File: src/rtl/fetch_unit_if.sv
// Instruction-memory read bus between fetch_unit (master) and the memory (slave).
// One request at a time: imem_req pulses with imem_addr, imem_valid returns imem_rdata later.
interface fetch_unit_if;
    logic        imem_req;
    logic [31:0] imem_addr;
    logic        imem_valid;
    logic [31:0] imem_rdata;

    modport master (output imem_req, output imem_addr, input imem_valid, input imem_rdata);
    modport slave  (input imem_req, input imem_addr, output imem_valid, output imem_rdata);
endinterface

File: src/rtl/fetch_unit.sv
// Instruction fetch stage: single-outstanding imem reads feeding the IF/ID register.
// Define FETCH_ALIGN_CHECK_EN to trap misaligned branch targets on a sticky fault output.
module fetch_unit #(
    parameter logic [31:0] RESET_PC = 32'h0000_0000
) (
    input  logic         clk,
    input  logic         rst_n,
    input  logic         stall,
    input  logic         flush,
    input  logic         br_taken,
    input  logic [31:0]  br_target,
    fetch_unit_if.master imem,
    output logic [31:0]  PCmas4_Out,
    output logic [3:0]   opcode,
    output logic [3:0]   Rg,
    output logic [3:0]   Rp,
    output logic [3:0]   Rs,
    output logic [23:0]  imm24,
    output logic [15:0]  imm16,
`ifdef FETCH_ALIGN_CHECK_EN
    output logic         fault,
`endif
    output logic         valid_out
);

    typedef enum logic [1:0] {S_BOOT, S_REQ, S_WAIT, S_HOLD} state_t;

    state_t      r_state, w_state_nxt;
    logic [31:0] r_pc, w_pc_nxt;
    logic [31:0] r_hold, w_hold_nxt;
    logic        r_discard, w_discard_nxt;
    logic [31:0] r_instr, r_pc4;
    logic        r_valid;
    logic        w_complete;
    logic [31:0] w_load_instr;
    logic [31:0] w_br_pc;
    logic        w_fault_set;
    logic        w_halt;
    logic        w_kill;

`ifdef FETCH_ALIGN_CHECK_EN
    logic r_fault;

    assign w_br_pc     = br_target;
    assign w_fault_set = br_taken && (br_target[1:0] != 2'b00);
    assign w_halt      = r_fault;
    assign fault       = r_fault;

    always_ff @(posedge clk or negedge rst_n) begin
        if (!rst_n) r_fault <= 1'b0;
        else        r_fault <= r_fault | w_fault_set;
    end
`else
    assign w_br_pc     = br_target & ~32'h3;
    assign w_fault_set = 1'b0;
    assign w_halt      = 1'b0;
`endif

    always_comb begin
        // NOTE: every always_comb output gets a default first so no path can infer a latch.
        w_state_nxt   = r_state;
        w_pc_nxt      = r_pc;
        w_hold_nxt    = r_hold;
        w_discard_nxt = r_discard;
        w_complete    = 1'b0;
        w_load_instr  = imem.imem_rdata;
        case (r_state)
            S_BOOT: w_state_nxt = S_REQ;
            S_REQ: begin
                // The request already left this cycle, so its beat must be dropped.
                w_state_nxt = S_WAIT;
                if (br_taken) w_discard_nxt = 1'b1;
            end
            S_WAIT: begin
                if (imem.imem_valid) begin
                    if (r_discard || br_taken) begin
                        w_discard_nxt = 1'b0;
                        w_state_nxt   = S_REQ;
                    end else if (stall) begin
                        w_hold_nxt  = imem.imem_rdata;
                        w_state_nxt = S_HOLD;
                    end else begin
                        w_complete  = 1'b1;
                        w_state_nxt = S_REQ;
                    end
                end else if (br_taken) begin
                    w_discard_nxt = 1'b1;
                end
            end
            S_HOLD: begin
                if (br_taken) begin
                    w_hold_nxt  = '0;
                    w_state_nxt = S_REQ;
                end else if (!stall) begin
                    w_complete   = 1'b1;
                    w_load_instr = r_hold;
                    w_state_nxt  = S_REQ;
                end
            end
            default: w_state_nxt = S_BOOT;
        endcase
        // A fault parks the FSM in BOOT with requests gated off until reset.
        if (w_fault_set || w_halt) begin
            w_state_nxt = S_BOOT;
            w_complete  = 1'b0;
        end
        if (w_complete) w_pc_nxt = r_pc + 32'd4;
        if (br_taken)   w_pc_nxt = w_br_pc;
    end

    always_ff @(posedge clk or negedge rst_n) begin
        if (!rst_n) begin
            r_state   <= S_BOOT;
            r_pc      <= RESET_PC;
            r_hold    <= '0;
            r_discard <= 1'b0;
        end else begin
            // NOTE: sequential state uses non-blocking assignments so all registers update together.
            r_state   <= w_state_nxt;
            r_pc      <= w_pc_nxt;
            r_hold    <= w_hold_nxt;
            r_discard <= w_discard_nxt;
        end
    end

    assign w_kill = flush || w_fault_set || w_halt;

    // valid_out is a one-cycle strobe per delivered instruction, frozen while stalled.
    always_ff @(posedge clk or negedge rst_n) begin
        if (!rst_n) begin
            r_valid <= 1'b0;
            r_instr <= '0;
            r_pc4   <= '0;
        end else begin
            if (w_kill)      r_valid <= 1'b0;
            else if (!stall) r_valid <= w_complete;
            if (w_complete && !w_kill) begin
                r_instr <= w_load_instr;
                r_pc4   <= r_pc + 32'd4;
            end
        end
    end

    assign imem.imem_req  = (r_state == S_REQ) && !w_halt;
    assign imem.imem_addr = r_pc;

    assign valid_out  = r_valid;
    assign PCmas4_Out = r_pc4;
    assign opcode     = r_instr[31:28];
    assign Rg         = r_instr[27:24];
    assign Rp         = r_instr[23:20];
    assign Rs         = r_instr[19:16];
    assign imm24      = r_instr[23:0];
    assign imm16      = r_instr[15:0];

endmodule

File: src/flat_wrapper.sv
// flat-port wrapper written by rule: the top's interface ports become plain ports
module fetch_unit_flat 
#(
    parameter logic [31:0] RESET_PC = 32'h0000_0000
)
  (clk, rst_n, stall, flush, br_taken, br_target, PCmas4_Out, opcode, Rg, Rp, Rs, imm24, imm16, valid_out, imem_imem_req, imem_imem_addr, imem_imem_valid, imem_imem_rdata);
  fetch_unit_if imem_i ();
  input  logic clk;
  input  logic rst_n;
  input  logic stall;
  input  logic flush;
  input  logic br_taken;
  input  logic [31:0] br_target;
  output logic [31:0] PCmas4_Out;
  output logic [3:0] opcode;
  output logic [3:0] Rg;
  output logic [3:0] Rp;
  output logic [3:0] Rs;
  output logic [23:0] imm24;
  output logic [15:0] imm16;
  output logic valid_out;
  output wire logic [$bits(imem_i.imem_req)-1:0] imem_imem_req;
  output wire logic [$bits(imem_i.imem_addr)-1:0] imem_imem_addr;
  input wire logic [$bits(imem_i.imem_valid)-1:0] imem_imem_valid;
  input wire logic [$bits(imem_i.imem_rdata)-1:0] imem_imem_rdata;
  assign imem_imem_req = imem_i.imem_req;
  assign imem_imem_addr = imem_i.imem_addr;
  assign imem_i.imem_valid = imem_imem_valid;
  assign imem_i.imem_rdata = imem_imem_rdata;
  fetch_unit #(.RESET_PC(RESET_PC)) u_core (.clk(clk), .rst_n(rst_n), .stall(stall), .flush(flush), .br_taken(br_taken), .br_target(br_target), .imem(imem_i), .PCmas4_Out(PCmas4_Out), .opcode(opcode), .Rg(Rg), .Rp(Rp), .Rs(Rs), .imm24(imm24), .imm16(imm16), .valid_out(valid_out));
endmodule
File: config.mk
export PLATFORM = sky130hd
export DESIGN_NAME = fetch_unit_flat
export DESIGN_NICKNAME = d
export VERILOG_FILES = /design/src/rtl/fetch_unit_if.sv /design/src/rtl/fetch_unit.sv /design/src/flat_wrapper.sv
export SDC_FILE = /design/constraint.sdc
export NUM_CORES = 1
export LEC_CHECK = 0
export CAP_MARGIN = 30
export CORE_ASPECT_RATIO = 0.8
export CORE_UTILIZATION = 40
export DETAILED_ROUTE_END_ITERATION = 6
export GPL_TIMING_DRIVEN = 0
export PLACE_DENSITY_LB_ADDON = 0.05
export SLEW_MARGIN = 20
export SYNTH_ARGS = -nofsm -noshare
export SYNTH_HDL_FRONTEND = slang
export SYNTH_SLANG_ARGS = --single-unit
File: constraint.sdc
create_clock -name clk -period 2.04 [get_ports clk]
set_input_delay 0.408 -clock clk [delete_from_list [all_inputs] [get_ports clk]]
set_output_delay 0.408 -clock clk [all_outputs]
set_load 0.05 [all_outputs]
# == After elaboration in Yosys (flattened, before gate mapping) ==
# Index checks and enable logic that the tools add are counted.
# word_totals
reg_bits,132
in_bits,70
out_inout_bits,122
# op_classes
n_eq_ne,9
mux,26
addsub,1
reduce_logical,10
# ops
operator,n
2-to-1 mux 32 bit,8
case mux 32 bit (2 select lines),1
adder 32 x 3 -> 32 bit (second input constant),1
2-to-1 mux 2 bit,5
2-to-1 mux 1 bit,9
case mux 2 bit (4 select lines),1
inequality test 2 bit (second input constant),3
nonzero test 2 bit,3
equality test 2 bit (second input constant),2
case mux 1 bit (2 select lines),2
AND reduction 2 bit,2
AND reduction 4 bit,1
inequality test 3 x 2 -> 1 bit (second input constant),1
inequality test 3 bit (second input constant),1
equality test 2 x 1 -> 1 bit (second input constant),1
zero test 2 bit,1
inequality test 2 x 1 -> 1 bit (second input constant),1
logical AND 1 bit,1
zero test 1 bit,1
logical OR 1 bit,1

# == Logic depth before layout (Yosys ltp) ==
# logic_depth
word_depth,6
ltp_mapped,10
ltp_nobuf,7

# == Worst setup path after synthesis ==
# Ideal clock, no wire load.
# synth_timing
path_kind,reg-to-reg
from,"register u_core.r_pc[2], in the netlist u_core.imem.imem_addr[2]"
to,"register u_core.r_pc[30], in the netlist u_core.imem.imem_addr[30]"
t_arrival_ns,2.116
t_required_ns,1.953
setup_slack_ns,-0.163
path_buffers,0
path_stages_with_launch,7
setup_ns,0.087
path_cell_list,dfrtp_1 -> ha_1 -> nand3_2 -> nor4_4 -> nand3_1 -> mux2_2 -> o211ai_1
# synth_via
elab_chain_cells,3
# synth_rtl
item,line_no,rtl
from (decl),fetch_unit.sv:29,"logic [31:0] r_pc, w_pc_nxt;"
from (signal assigned),fetch_unit.sv:120,r_pc <= w_pc_nxt;
adder 32 x 3 -> 32 bit,fetch_unit.sv:107,if (w_complete) w_pc_nxt = r_pc + 32'd4;
2-to-1 mux 32 bit,fetch_unit.sv:107,
2-to-1 mux 32 bit,fetch_unit.sv:108,if (br_taken) w_pc_nxt = w_br_pc;
# Every way passes these cells. The select of a mux whose other input is x is not followed.
# A chain may end at the register's enable or synchronous reset.

# == Worst setup path after layout ==
# layout_timing
from,"register u_core.r_pc4[2], in the netlist u_core.PCmas4_Out[2]"
to,output port PCmas4_Out[2]
# layout_rtl
item,line_no,rtl
from (decl),fetch_unit.sv:32,"logic [31:0] r_instr, r_pc4;"
from (signal assigned),fetch_unit.sv:139,r_pc4 <= r_pc + 32'd4;
to (decl),flat_wrapper.sv:14,output logic [31:0] PCmas4_Out;
# No word-level cell between the ends.

==> impl_metrics.ini <==
[placement]
globalplace.congestion = 0.882
post-dp-hpwl_mm = 14.6
io_buffers = 185
post-place-ws_ps = -917

[setup_path]
worstPathRequired_ps = 1630
path_cells = clkdlybuf4s50_1
slowest_stage = clkdlybuf4s50_1
arrival_ps = 1610
crit_family = buffers and inverters
crit_path_end_kind = primary output
critPathBufInv = 1
start_kind = flip-flop
critical_path_class = flip-flop to primary output
crit_fanout = 2
slowest_delay_ps = 850

[logic_synthesis]
ys_warn_count = 0
synthFlopType = dfrtp_1
syn_area_um2 = 6740
synth.distinct_cells = 45
synthArstFlopShare_pct = 100
netlist_instances = 739
synth_edf_count = 0
ys_seq_area_share_pct = 47.5
synth_area_per_cell_um2 = 9.12
synth_seq_cells = 128

[pwr]
pwr-share-seq_pct = 28.9
power_density_nw_per_um2 = 1380
total_power_uw = 14000
power.leakage_uw = 0.00468
switching_power_uw = 6370
p_int_uw = 7590
pwr-share-comb_pct = 49.3
clockPowerShare_pct = 21.8
power.share.switching_pct = 45.6
ir_drop_mv = 0.776

[die]
die_w_um = 147
ioPinCount = 192
rows = 42
start_util_pct = 40.9
dieArea_um2 = 17400
core-area_um2 = 16500
die_h_um = 118

[timing]
finalCritPeriodShare_pct = 99.1
clock_skew_ps = 8.34
tightest_slew_ps = 635
fin_ws_ps = 19.2
slew_headroom_pct = 57.7
hold_violations = 0
min_period_ps = 2020
setup_viol = 0
drv_slew = 0
rsz0062_at_grt = yes
max_freq_mhz = 495

[global_routing]
grt_max_degree = 71
grt_pass1_wl_mm = 32.4
track_usage_pct = 24.1
overflow = 0
grt_pass1_vias = 6038
antenna_found_initial = 0

[drt]
routed_wl_mm = 20.7
via_per_inst = 5.20
vias = 6288
drc = 0
wire_per_inst_um = 17.1
dr.first_iter.drc_count = 349
firstDrtPassIters = 5
final_antenna_net_count = 0

[clock_network]
cts.htree.levels = 4
worstSkewPairLatency_ps = 420
clock_sinks = 128
cts_tree = done
cts.path.max_buffers = 2
root_buffer = clkbuf_16
cts_buffers = 17
clk_pin_slew_ps = 60

[finish]
final_cell_mix = nand2_1 (144), dfrtp_1 (111), clkdlybuf4s50_1 (107)
final_common_cell = nand2_1
nets = 1051
drive_gt1_share_pct = 18.0
postLayoutCoreUtil_pct = 61.1
syn_to_final_growth_pct = 49.4
diodes = 0

[run_status]
status = complete, no violations

[run]
maxCapViolCount = 0

[min_path]
hold_path.class = flip-flop to flip-flop
metal layers:
metal	vias up	part of all wire, %	global-route usage (%)
met5	-	0	0
li1	2975	-	-
met2	220	44	34.2
met1	3068	48	36.3
met4	0	1.5	9.09
met3	25	6.5	4.22
through the flow:
step / setup TNS, ps / hold slack [ps] / instance area [um2] / instances
2_1_floorplan: 0 / 112 / 6770 / 742
3_3_place_gp: -670500 / 467 / 8900 / 1147
3_5_place_dp: -78610 / 375 / 8930 / 1148
4_1_cts: 0 / 484 / 9730 / 1195
5_1_grt: -275 / 509 / 10100 / 1209
6_report: 0 / 479 / 10100 / 1209
worst min-delay path: cells and delay by family, from the launching register on:
family,cells,cell delay [ps]
simple gates,1,50
flops,1,340
compound gates,1,60
power groups by stage:
stage                     clock network (uW)  logic [uW]  registers (uW)
final                                   3040        6880            4030
after global routing                    3190        7270            4140
after CTS                               3080        6810            4030
after detailed placement                   0        6850            4080
after global placement                     0        6760            4030
after floorplan                            0        2400            6120
synth_stat cells, drive strengths merged, types with 15 or more instances:
| master | instances | share of area, % |
|---|---|---|
| a31oi | 35 | 3.2 |
| buf | 48 | 4.5 |
| clkbuf | 33 | 1.9 |
| dfrtp | 128 | 48 |
| mux2i | 33 | 4.9 |
| nand2 | 144 | 8.0 |
| nand3 | 21 | 1.6 |
| nand4 | 18 | 1.9 |
| nor2 | 15 | 0.95 |
| nor2b | 32 | 3.0 |
| o21ai | 125 | 9.3 |
| xnor2 | 17 | 2.2 |
| xor2 | 35 | 4.5 |
path summary, 6_finish.rpt:
check	from	end	slack (ps)	depth (start not counted)
max	u_core.PCmas4_Out[2]	PCmas4_Out[2]	20	1
min in group asynchronous	rst_n	u_core.r_instr[12]	510	2
min	u_core.PCmas4_Out[12]	u_core.PCmas4_Out[12]	480	2
max in group asynchronous	rst_n	u_core.imem.imem_addr[19]	800	3
min reg2reg	u_core.PCmas4_Out[12]	u_core.PCmas4_Out[12]	480	2
max reg2reg	u_core.r_state[1]	u_core.PCmas4_Out[21]	50	10
registers in the layout, indices dropped and copies added (netlist names):
| name | count |
|---|---|
| u_core.r_discard | 1 |
| u_core.PCmas4_Out | 30 |
| u_core.valid_out | 1 |
| u_core.r_state | 2 |
| u_core.r_instr | 32 |
| u_core.r_hold | 32 |
| u_core.imem.imem_addr | 30 |
area by class of cell:
| class | count | area (um2) |
|---|---|---|
| Timing Repair Buffer | 216 | 2200 |
| Tap cell | 220 | 275 |
| Inverter | 8 | 33.8 |
| Clock buffer | 19 | 453 |
| Buffer | 79 | 562 |
| Fill cell | 1436 | 6430 |
| Clock inverter | 13 | 139 |
| Multi-Input combinational cell | 526 | 3190 |
| Sequential cell | 128 | 3220 |
timing repair:
item | in CTS | in global routing
pin swaps | 7 | 9
endpoints found under the setup margin | 173 | 141
hold endpoints to repair | 58 | 0
cloned | 1 | 3
resized for setup | 91 | 131
buffers inserted | 15 | 11
hold buffers | 1 | 0
logic make-up (layout without fill, tap and decap cells):
| kind of cell | after synthesis | after routing | synth area share, % |
|---|---|---|---|
| mux | 36 | 36 | 5.40 |
| compound gates | 169 | 169 | 13.5 |
| xor+xnor | 52 | 52 | 6.76 |
| buf+inv | 89 | 335 | 6.92 |
| flops | 128 | 128 | 47.5 |
| fa+ha+maj | 5 | 5 | 0.928 |
| simple gates | 259 | 260 | 18.9 |
| other cells | 1 | 4 | 0.0556 |
(Power assumes the default switching activity.)
